==> src/rtl/apb_arb_pkg.sv <==
// Shared types and constants for the APB request arbiter slice.
// Default widths match the APB master's system-task interface.
package apb_arb_pkg;

  typedef enum logic [1:0] {
    S_IDLE  = 2'd0,
    S_ISSUE = 2'd1,
    S_WAIT  = 2'd2,
    S_RESP  = 2'd3
  } arb_state_e;

  localparam logic DIR_READ  = 1'b0;
  localparam logic DIR_WRITE = 1'b1;

  localparam int DEF_N_REQ    = 4;
  localparam int DEF_ADDR_W   = 8;
  localparam int DEF_DATA_W   = 32;
  localparam int DEF_WD_LIMIT = 64;

endpackage

==> src/rtl/rr_arbiter.sv <==
// Combinational round-robin picker: first asserted request at or above ptr,
// wrapping modulo N. Reusable for any shared resource.
module rr_arbiter #(
  parameter int N     = 4,
  parameter int IDX_W = (N > 1) ? $clog2(N) : 1
) (
  input  logic [N-1:0]     req,
  input  logic [IDX_W-1:0] ptr,
  output logic [N-1:0]     grant,
  output logic [IDX_W-1:0] grant_idx,
  output logic             any_req
);

  localparam int PW = IDX_W + 1;

  logic [IDX_W:0] pos;
  logic           found;

  // Walk the requesters starting at ptr; the extra pos bit absorbs the wrap.
  always_comb begin
    grant     = '0;
    grant_idx = '0;
    found     = 1'b0;
    pos       = '0;
    for (int k = 0; k < N; k++) begin
      pos = {1'b0, ptr} + PW'(k);
      if (pos >= PW'(N)) begin
        pos = pos - PW'(N);
      end
      if (!found && req[pos[IDX_W-1:0]]) begin
        grant[pos[IDX_W-1:0]] = 1'b1;
        grant_idx             = pos[IDX_W-1:0];
        found                 = 1'b1;
      end
    end
  end

  assign any_req = |req;

endmodule

==> src/rtl/apb_req_arbiter.sv <==
// Multi-requester front end for the APB master: round-robin grant, one
// transaction in flight, response routing and a backstop watchdog.
module apb_req_arbiter
  import apb_arb_pkg::*;
#(
  parameter int N_REQ    = DEF_N_REQ,
  parameter int ADDR_W   = DEF_ADDR_W,
  parameter int DATA_W   = DEF_DATA_W,
  parameter int WD_LIMIT = DEF_WD_LIMIT
) (
  input  logic                      apb_clk,
  input  logic                      apb_reset_n,
  input  logic [N_REQ-1:0]          req_valid,
  input  logic [N_REQ*ADDR_W-1:0]   req_addr,
  input  logic [N_REQ*DATA_W-1:0]   req_wdata,
  input  logic [N_REQ-1:0]          req_dir,
  output logic [N_REQ-1:0]          req_ready,
  output logic [N_REQ-1:0]          rsp_valid,
  output logic [DATA_W-1:0]         rsp_rdata,
  output logic                      rsp_err,
  output logic [ADDR_W-1:0]         m_addr,
  output logic                      m_data_valid,
  output logic [DATA_W-1:0]         m_data,
  output logic                      m_data_dir,
  input  logic [DATA_W-1:0]         m_read_out_data,
  input  logic                      m_transaction_done,
  input  logic                      m_tranerr,
  output logic                      busy
);

  localparam int IDX_W = (N_REQ > 1) ? $clog2(N_REQ) : 1;
  localparam int WD_W  = $clog2(WD_LIMIT + 1);

  arb_state_e        state, next_state;
  logic [IDX_W-1:0]  rr_ptr;
  logic [N_REQ-1:0]  grant;
  logic [IDX_W-1:0]  grant_idx;
  logic              req_any;

  logic [ADDR_W-1:0] cmd_addr;
  logic [DATA_W-1:0] cmd_data;
  logic              cmd_dir;
  logic [IDX_W-1:0]  owner;
  logic [WD_W-1:0]   wd_cnt;
  logic [DATA_W-1:0] rsp_data_q;
  logic              rsp_err_q;
  logic              wd_hit;

  rr_arbiter #(
    .N     (N_REQ),
    .IDX_W (IDX_W)
  ) u_rr (
    .req       (req_valid),
    .ptr       (rr_ptr),
    .grant     (grant),
    .grant_idx (grant_idx),
    .any_req   (req_any)
  );

  assign wd_hit = (wd_cnt == WD_W'(WD_LIMIT - 1));

  always_ff @(posedge apb_clk or negedge apb_reset_n) begin
    if (!apb_reset_n) begin
      state <= S_IDLE;
    end else begin
      state <= next_state;
    end
  end

  always_comb begin
    next_state   = state;
    req_ready    = '0;
    rsp_valid    = '0;
    rsp_rdata    = '0;
    rsp_err      = 1'b0;
    m_data_valid = 1'b0;
    busy         = (state != S_IDLE);
    case (state)
      S_IDLE: begin
        req_ready = grant;
        if (req_any) begin
          next_state = S_ISSUE;
        end
      end
      // Single-cycle launch so the master does not restart after completing.
      S_ISSUE: begin
        m_data_valid = 1'b1;
        next_state   = S_WAIT;
      end
      S_WAIT: begin
        if (m_transaction_done || m_tranerr || wd_hit) begin
          next_state = S_RESP;
        end
      end
      S_RESP: begin
        rsp_valid[owner] = 1'b1;
        rsp_rdata        = rsp_data_q;
        rsp_err          = rsp_err_q;
        next_state       = S_IDLE;
      end
      default: next_state = S_IDLE;
    endcase
  end

  // Command capture, pointer advance, watchdog and completion latch.
  always_ff @(posedge apb_clk or negedge apb_reset_n) begin
    if (!apb_reset_n) begin
      rr_ptr     <= '0;
      cmd_addr   <= '0;
      cmd_data   <= '0;
      cmd_dir    <= 1'b0;
      owner      <= '0;
      wd_cnt     <= '0;
      rsp_data_q <= '0;
      rsp_err_q  <= 1'b0;
    end else begin
      case (state)
        S_IDLE: begin
          if (req_any) begin
            cmd_addr <= req_addr[grant_idx*ADDR_W +: ADDR_W];
            cmd_dir  <= req_dir[grant_idx];
            cmd_data <= (req_dir[grant_idx] == DIR_READ) ? '0
                        : req_wdata[grant_idx*DATA_W +: DATA_W];
            owner    <= grant_idx;
            if (grant_idx == IDX_W'(N_REQ - 1)) begin
              rr_ptr <= '0;
            end else begin
              rr_ptr <= grant_idx + IDX_W'(1);
            end
          end
        end
        // Done outranks a simultaneous tranerr; the watchdog is the last resort.
        S_WAIT: begin
          wd_cnt <= wd_cnt + WD_W'(1);
          if (m_transaction_done) begin
            rsp_data_q <= (cmd_dir == DIR_READ) ? m_read_out_data : '0;
            rsp_err_q  <= 1'b0;
          end else if (m_tranerr || wd_hit) begin
            rsp_data_q <= '0;
            rsp_err_q  <= 1'b1;
          end
        end
        S_RESP: begin
          wd_cnt <= '0;
        end
        default: ;
      endcase
    end
  end

  assign m_addr     = cmd_addr;
  assign m_data     = cmd_data;
  assign m_data_dir = cmd_dir;

endmodule

==> config.mk <==
export PLATFORM = sky130hd
export DESIGN_NAME = apb_req_arbiter
export DESIGN_NICKNAME = d
export VERILOG_FILES = /design/src/rtl/apb_arb_pkg.sv /design/src/rtl/rr_arbiter.sv /design/src/rtl/apb_req_arbiter.sv
export SDC_FILE = /design/constraint.sdc
export NUM_CORES = 1
export LEC_CHECK = 0
export BUFFER_PORTS_ARGS = -buffer_cell sky130_fd_sc_hd__clkbuf_2
export CORE_AREA = 2 2 113 115
export DETAILED_ROUTE_END_ITERATION = 8
export DIE_AREA = 0 0 115 117
export PLACE_DENSITY = 0.81
export SLEW_MARGIN = 5
export SYNTH_ARGS = -nofsm -noshare
export SYNTH_HDL_FRONTEND = slang
export SYNTH_SLANG_ARGS = --single-unit
==> constraint.sdc <==
create_clock -name apb_clk -period 6 [get_ports apb_clk]
set_input_delay 1.2 -clock apb_clk [delete_from_list [all_inputs] [get_ports apb_clk]]
set_output_delay 1.2 -clock apb_clk [all_outputs]
set_load 0.01 [all_outputs]
# Word-level counts from Yosys, hierarchy flattened
# Cells that the tools add are included.
op_classes:
  n_addsub: 9
  magnitude_cmp: 15
  n_eq_ne: 7
  n_shift: 2
  mux: 51
  n_bitwise: 3
  n_reduce_logical: 22
op_table:
  columns: ["operator", "count"]
  rows:
  - ["$mux 32", 5]
  - ["$shiftx 128x8->32", 1]
  - ["$shiftx 32x6->8", 1]
  - ["$mux 4", 6]
  - ["$mux 2", 11]
  - ["$lt 2x3->1 const B", 6]
  - ["$mux 1", 17]
  - ["$pmux 7 s2", 1]
  - ["$or 4x4->4", 3]
  - ["$bmux 1 s2", 5]
  - ["$demux 1 s2", 5]
  - ["$ge 2x1->1 const B", 5]
  - ["$ge 3x3->1 const B", 3]
  - ["$logic_and 1x1->1", 8]
  - ["$pmux 2 s4", 1]
  - ["$sub 2x1->2 const B", 4]
  - ["$add 7x1->7 const B", 1]
  - ["$eq 7x6->1 const B", 1]
  - ["$add 2x2->3 const B", 2]
  - ["$eq 2x2->1 const B", 3]
  - ["$reduce_and 2->1", 3]
  - ["$reduce_bool 2->1", 3]
  - ["$ne 2x2->1 const B", 2]
  - ["$reduce_or 4->1", 1]
  - ["7 further kinds", 11]
totals:
  register_bits: 87
  in_bits: 204
  output_inout_bits: 84
  word_cells: 118

# Logic depth before layout (Yosys ltp)
logic_depth:
  word_depth: 17
  depth_mapped: 11
  mapped_depth_nobuf: 8

# Modules after synthesis
# From an unflattened synthesis, not the netlist that was laid out.
hier_totals:
  hier_cells: 522
  area_unflattened_um2: 5616.6
by_module_without_submodules:
  columns: ["module", "n_inst", "cells_each", "area_each_um2", "seq_area_each_um2"]
  rows:
  - ["apb_req_arbiter", 1, 473, 5205.0, 2177.1]
  - ["rr_arbiter", 1, 49, 411.6, 0.0]

# Worst setup path after synthesis
# No wires, ideal clock.
synth_timing:
  path_type: "input-to-output"
  startpoint: "input req_valid[2]"
  endpoint: "output req_ready[0]"
  arrival_ps: 2671
  required_ps: 4800
  setup_slack_ps: 2129
  cell_stages: 7
  cell_sequence: "buf_2 -> or3b_1 -> a2111o_1 -> o41ai_4 -> a22oi_1 -> o21ai_0 -> and2_1"
synth_between:
  elab_chain_cells: 13
synth_rtl:
  columns: ["item", "line_no", "rtl"]
  rows:
  - ["start, declared", "apb_req_arbiter.sv:13", "input logic [N_REQ-1:0] req_valid,"]
  - ["$bmux 1 s2", "rr_arbiter.sv:30", "if (!found && req[pos[IDX_W-1:0]]) begin"]
  - ["$mux 1 (implied by the code)", "rr_arbiter.sv:30", null]
  - ["$mux 1", "rr_arbiter.sv:30", null]
  - ["$logic_not 1->1", "rr_arbiter.sv:30", null]
  - ["$logic_and 1x1->1", "rr_arbiter.sv:30", null]
  - ["$mux 1", "rr_arbiter.sv:30", null]
  - ["$logic_not 1->1", "rr_arbiter.sv:30", null]
  - ["$logic_and 1x1->1", "rr_arbiter.sv:30", null]
  - ["$mux 1", "rr_arbiter.sv:30", null]
  - ["$logic_not 1->1", "rr_arbiter.sv:30", null]
  - ["$logic_and 1x1->1", "rr_arbiter.sv:30", null]
  - ["$mux 4 (*)", "rr_arbiter.sv:30", null]
  - ["$mux 4 (*)", "apb_req_arbiter.sv:78", "case (state)"]
  - ["end, declared", "apb_req_arbiter.sv:17", "output logic [N_REQ-1:0] req_ready,"]
# Every way passes the cells marked *; elsewhere a longest branch is shown, timed or not. The select of a mux whose other input is x is not followed.

# Worst setup path in the final report
layout_timing:
  startpoint: "register rr_ptr[0]"
  endpoint: "output req_ready[3]"
layout_between:
  elab_chain_cells: 15
layout_rtl:
  columns: ["item", "line_no", "rtl"]
  rows:
  - ["start, declared", "apb_req_arbiter.sv:35", "logic [IDX_W-1:0] rr_ptr;"]
  - ["start signal, assigned", "apb_req_arbiter.sv:128", "rr_ptr <= grant_idx + IDX_W'(1);"]
  - ["parallel branches: the longest is 13 deep, another holds $add 2x1->3", null, null]
  - ["$mux 4 (*)", "rr_arbiter.sv:30", null]
  - ["$mux 4 (*)", "apb_req_arbiter.sv:78", null]
# Every way passes the cells marked *. The select of a mux whose other input is x is not followed.

==> impl_summary.txt <==
----------------------------------------------------
[Outcome]
  Status ... finished, final reports clean

[Critical path]
  Data arrival, critical path ... 3.15 ns
  Critical path endpoint category ... output pin
  CP endpoint ... req_ready[3]
  Top fanout value on the critical path ... 15
  R2r setup slk ... 2.38 ns
  Critical path startpoint category ... flip-flop
  Cell type of the slowest stage on the worst timing path ... sky130_fd_sc_hd__dfrtp_1
  WS Path Type ... reg2out
  Reg2Reg Launch Point ... rr_ptr[0]
  Critical path, cell by cell ... inv_1 -> ha_1 -> mux4_2 -> a211oi_1 -> a22oi_1 -> o21ai_0 -> and2_1 -> clkbuf_2
  Number of logic stages on the critical path including buffering ... 8
  Count of cells along the worst register-to-register path ... 9
  Number of buffers and inverters on the critical path ... 2
  Required time of the critical path ... 4.80 ns
  Crit path launch ... rr_ptr[0]
  Reg-to-Reg End ... m_data[22]
  Family with the most delay on the worst path ... compound AO/OA/AOI/OAI gates
  Delay of the slowest cell on the worst path ... 0.69 ns

[Run]
  Max-cap violations ... 0

[Logic synthesis]
  Share of Yosys cell area claimed by the top area cell type ... 0.387
  Share of synthesized cell area in full adder, half adder and majority cells ... 0.0289
  Compound-Gate Fraction of Synth Area ... 0.149
  Simple-gate portion of the synthesized area ... 0.212
  Synthesized area ... 5630 µm²
  Number of warnings printed during yosys synthesis ... 0
  Post-synth top cells ... sky130_fd_sc_hd__nand2_1 (215), sky130_fd_sc_hd__dfrtp_1 (87), sky130_fd_sc_hd__mux2i_1 (85)
  Number of enable-type register cells in the synthesized netlist ... 0
  Xor and xnor fraction of the mapped netlist area ... 0.00778
  Syn Area/Cell ... 8.75 µm²
  Post-synth top area cell ... sky130_fd_sc_hd__dfrtp_1
  Post-synthesis instance total ... 643
  Share of the yosys chip area belonging to registers ... 0.387
  Number of flip-flops and latches in the synthesized netlist ... 87
  Most instantiated library cell after synthesis ... sky130_fd_sc_hd__nand2_1
  Largest cells by area after synthesis ... sky130_fd_sc_hd__dfrtp_1 (39%), sky130_fd_sc_hd__mux2i_1 (15%), sky130_fd_sc_hd__nand2_1 (14%)
  Mux share of post-synthesis cell area ... 0.165
  Primary FF master, synth ... sky130_fd_sc_hd__dfrtp_1
  Net count of the mapped netlist ... 860
  Main combinational cell family by area after synthesis ... simple AND/OR/NAND/NOR gates
  Number of unique standard cell types used by synthesis ... 43
  Post-synthesis async set-or-reset flop share ... 1.00

[Pwr]
  Leakage power of the design ... 0.00397 µW
  Psw ... 1490 µW
  Switching part of the total ... 0.425
  Power density relative to cell area ... 472 nW/µm²
  Pint ... 2020 µW
  Logic gate share of total power ... 0.540
  Proportion of power drawn by flip-flops and latches ... 0.285
  Clock Power Share ... 0.175
  Peak supply drop ... 0.261 mV

[Place]
  Routability congestion estimate from global placement ... 0.849
  DP HPWL ... 12.8 mm
  Buffers added on ports ... 287
  Setup slack after placement ... 1.91 ns

[CTS]
  Register clock-pin slew on the reported worst setup and hold paths ... 0.07 ns
  Library cell used as clock root buffer ... sky130_fd_sc_hd__clkbuf_16
  Cells resized by post-CTS repair ... 0
  Htree depth ... 3
  CTS tree ... done
  Number of CTS-inserted buffers ... 9
  Clk Latency, worst-skew pair ... 0.33 ns
  Count of hold buffers inserted by post-cts repair ... 0
  Number of buffers on the longest clock path ... 2
  Post CTS Setup Buffer Count ... 0
  Number of sinks handled by clock tree synthesis ... 87

[Timing]
  Total count of max-transition violations in the final report ... 0
  Number of failing setup endpoints in the final timing report ... 0
  RSZ-0062 raised after global routing ... no
  Setup_tns ... 0 ns
  Portion of the clock cycle consumed by the worst path in the final layout ... 0.724
  Worst Clk Skew ... 0.00608 ns
  Achievable clock frequency ... 0.230 GHz
  Relative slew margins ... 0.199
  Number of failing hold endpoints at the final stage ... 0
  Worst slew pin tran ... 1.20 ns
  Worst Slack Setup Final ... 1.65 ns
  Post-layout minimum cycle time ... 4.35 ns

[Floorplan]
  Area enclosed by the die boundary ... 13500 µm²
  Initial cell density of the core ... 0.457
  Overall die width ... 115 µm
  Core area ... 12300 µm²
  Number of placement rows ... 41
  Num ports ... 288
  Die Y-Extent ... 117 µm

[Layout]
  Diode count ... 0
  Number of nets in the finished design ... 1113
  Filler cell count in the final layout ... 1073
  Fraction of layout cells with a size suffix above 1 ... 0.358
  Layout overhead on the synthesized area ... 32.1%

[Global route]
  Vias in the first global route ... 5380
  GRT Total Usage ... 0.246
  Pin count of the biggest net entering global routing ... 67
  Leftover overflow at the end of global routing ... 0
  Number of antenna violations at the first check in global routing ... 0
  Wire length of the first global-routing pass ... 26.2 mm

[Min path]
  Origin of the worst min-delay path ... rsp_data_q[19]
  Hold Crit Class ... reg2reg

[Drt]
  Routed wire length per instance ... 16.3 µm
  Count of unresolved DRC violations after routing ... 0
  Starting DRT DRC Count ... 295
  Overall routed net length ... 17.2 mm
  Via Count ... 5658
  First-pass detailed-route iteration total ... 6
  Final antenna-violating net count ... 0
  Detailed-route vias per instance ... 5.38

----------------------------------------------------
placed cells by master, fill, tap and decap left out, types with 6 or more instances in the layout:
| cell type | instances |
|---|---|
| sky130_fd_sc_hd__nand2_1 | 215 |
| sky130_fd_sc_hd__o21ai_0 | 42 |
| sky130_fd_sc_hd__ha_1 | 13 |
| sky130_fd_sc_hd__clkbuf_2 | 286 |
| sky130_fd_sc_hd__dfrtp_1 | 87 |
| sky130_fd_sc_hd__a221o_1 | 32 |
| sky130_fd_sc_hd__inv_1 | 6 |
| sky130_fd_sc_hd__o221ai_1 | 8 |
| sky130_fd_sc_hd__nor2_1 | 8 |
| sky130_fd_sc_hd__clkbuf_16 | 9 |
| sky130_fd_sc_hd__buf_4 | 9 |
| sky130_fd_sc_hd__and2_1 | 37 |
| sky130_fd_sc_hd__mux2i_1 | 85 |
| sky130_fd_sc_hd__a22oi_1 | 8 |
how the worst min path moves through the flow:
stage,end,slack (ns),depth (start not counted)
floorplan,rsp_data_q[0],0.44,2
global placement,rsp_data_q[10],0.45,2
detailed placement,rsp_data_q[19],0.47,2
CTS,rsp_data_q[19],0.48,2
global route,rsp_data_q[7],0.50,2
finish,rsp_data_q[19],0.48,2
final cells by class:
| cell class | count | area [µm²] | area share |
|---|---|---|---|
| sequential | 87 | 2180 | 0.293 |
| multi-input combinational | 496 | 3210 | 0.431 |
| clock inverter | 7 | 101 | 0.0136 |
| timing repair buffer | 296 | 1520 | 0.204 |
| inverter | 6 | 22.5 | 0.00303 |
| clock buffer | 9 | 225 | 0.0303 |
| tap | 150 | 188 | 0.0252 |
kinds of logic (layout without fill, tap and decap cells):
logic type	Yosys count	in the layout
XOR/XNOR	5	5
AO/OA/AOI/OAI	110	110
AND/OR/NAND/NOR	279	279
adder cells (fa/ha/maj)	13	13
multiplexers	89	89
buffers and inverters	60	318
flip-flops	87	87
power groups by stage:
stage / logic, µW / registers (µW) / clock network (µW)
after floorplan: 1380 / 1010 / 0
after global placement: 1870 / 1000 / 0
after detailed placement: 1910 / 1000 / 0
after CTS: 1910 / 1000 / 625
after global routing: 2080 / 1040 / 655
final: 1900 / 1000 / 614
per-layer routing:
layer / vias to the layer above / GRT usage / share of wire
met4: 0 / 0.0972 / 0.028
met1: 2642 / 0.302 / 0.41
met3: 31 / 0.0561 / 0.076
met5: - / 0 / 0
met2: 255 / 0.422 / 0.49
li1: 2730 / - / -
stage by stage:
| step | util | cell area [µm²] | cells | total power (µW) | hold slack [ns] |
|---|---|---|---|---|---|
| CTS | 0.604 | 7440 | 1051 | 3530 | 0.480 |
| global placement | 0.578 | 7110 | 1035 | 2870 | 0.454 |
| floorplan | - | 5630 | 643 | 2390 | 0.442 |
| finish | 0.604 | 7440 | 1051 | 3510 | 0.476 |
| detailed placement | 0.578 | 7110 | 1035 | 2920 | 0.465 |
| global route | 0.604 | 7440 | 1051 | 3770 | 0.502 |
state kept, by name, indices dropped and copies added, names as in the netlist:
name	count
m_addr	8
m_data	32
m_data_dir	1
owner	2
rr_ptr	2
rsp_data_q	32
rsp_err_q	1
state	2
wd_cnt	7
worst reg2reg max path, delay by kind of cell, from the launching register on:
kind	cells	cell delay, ns
compound gates	2	0.86
buf+inv	2	0.77
flops	1	0.69
mux	2	0.56
fa+ha+maj	1	0.44
simple gates	2	0.20
No activity file was read; power rests on OpenSTA's default activity.
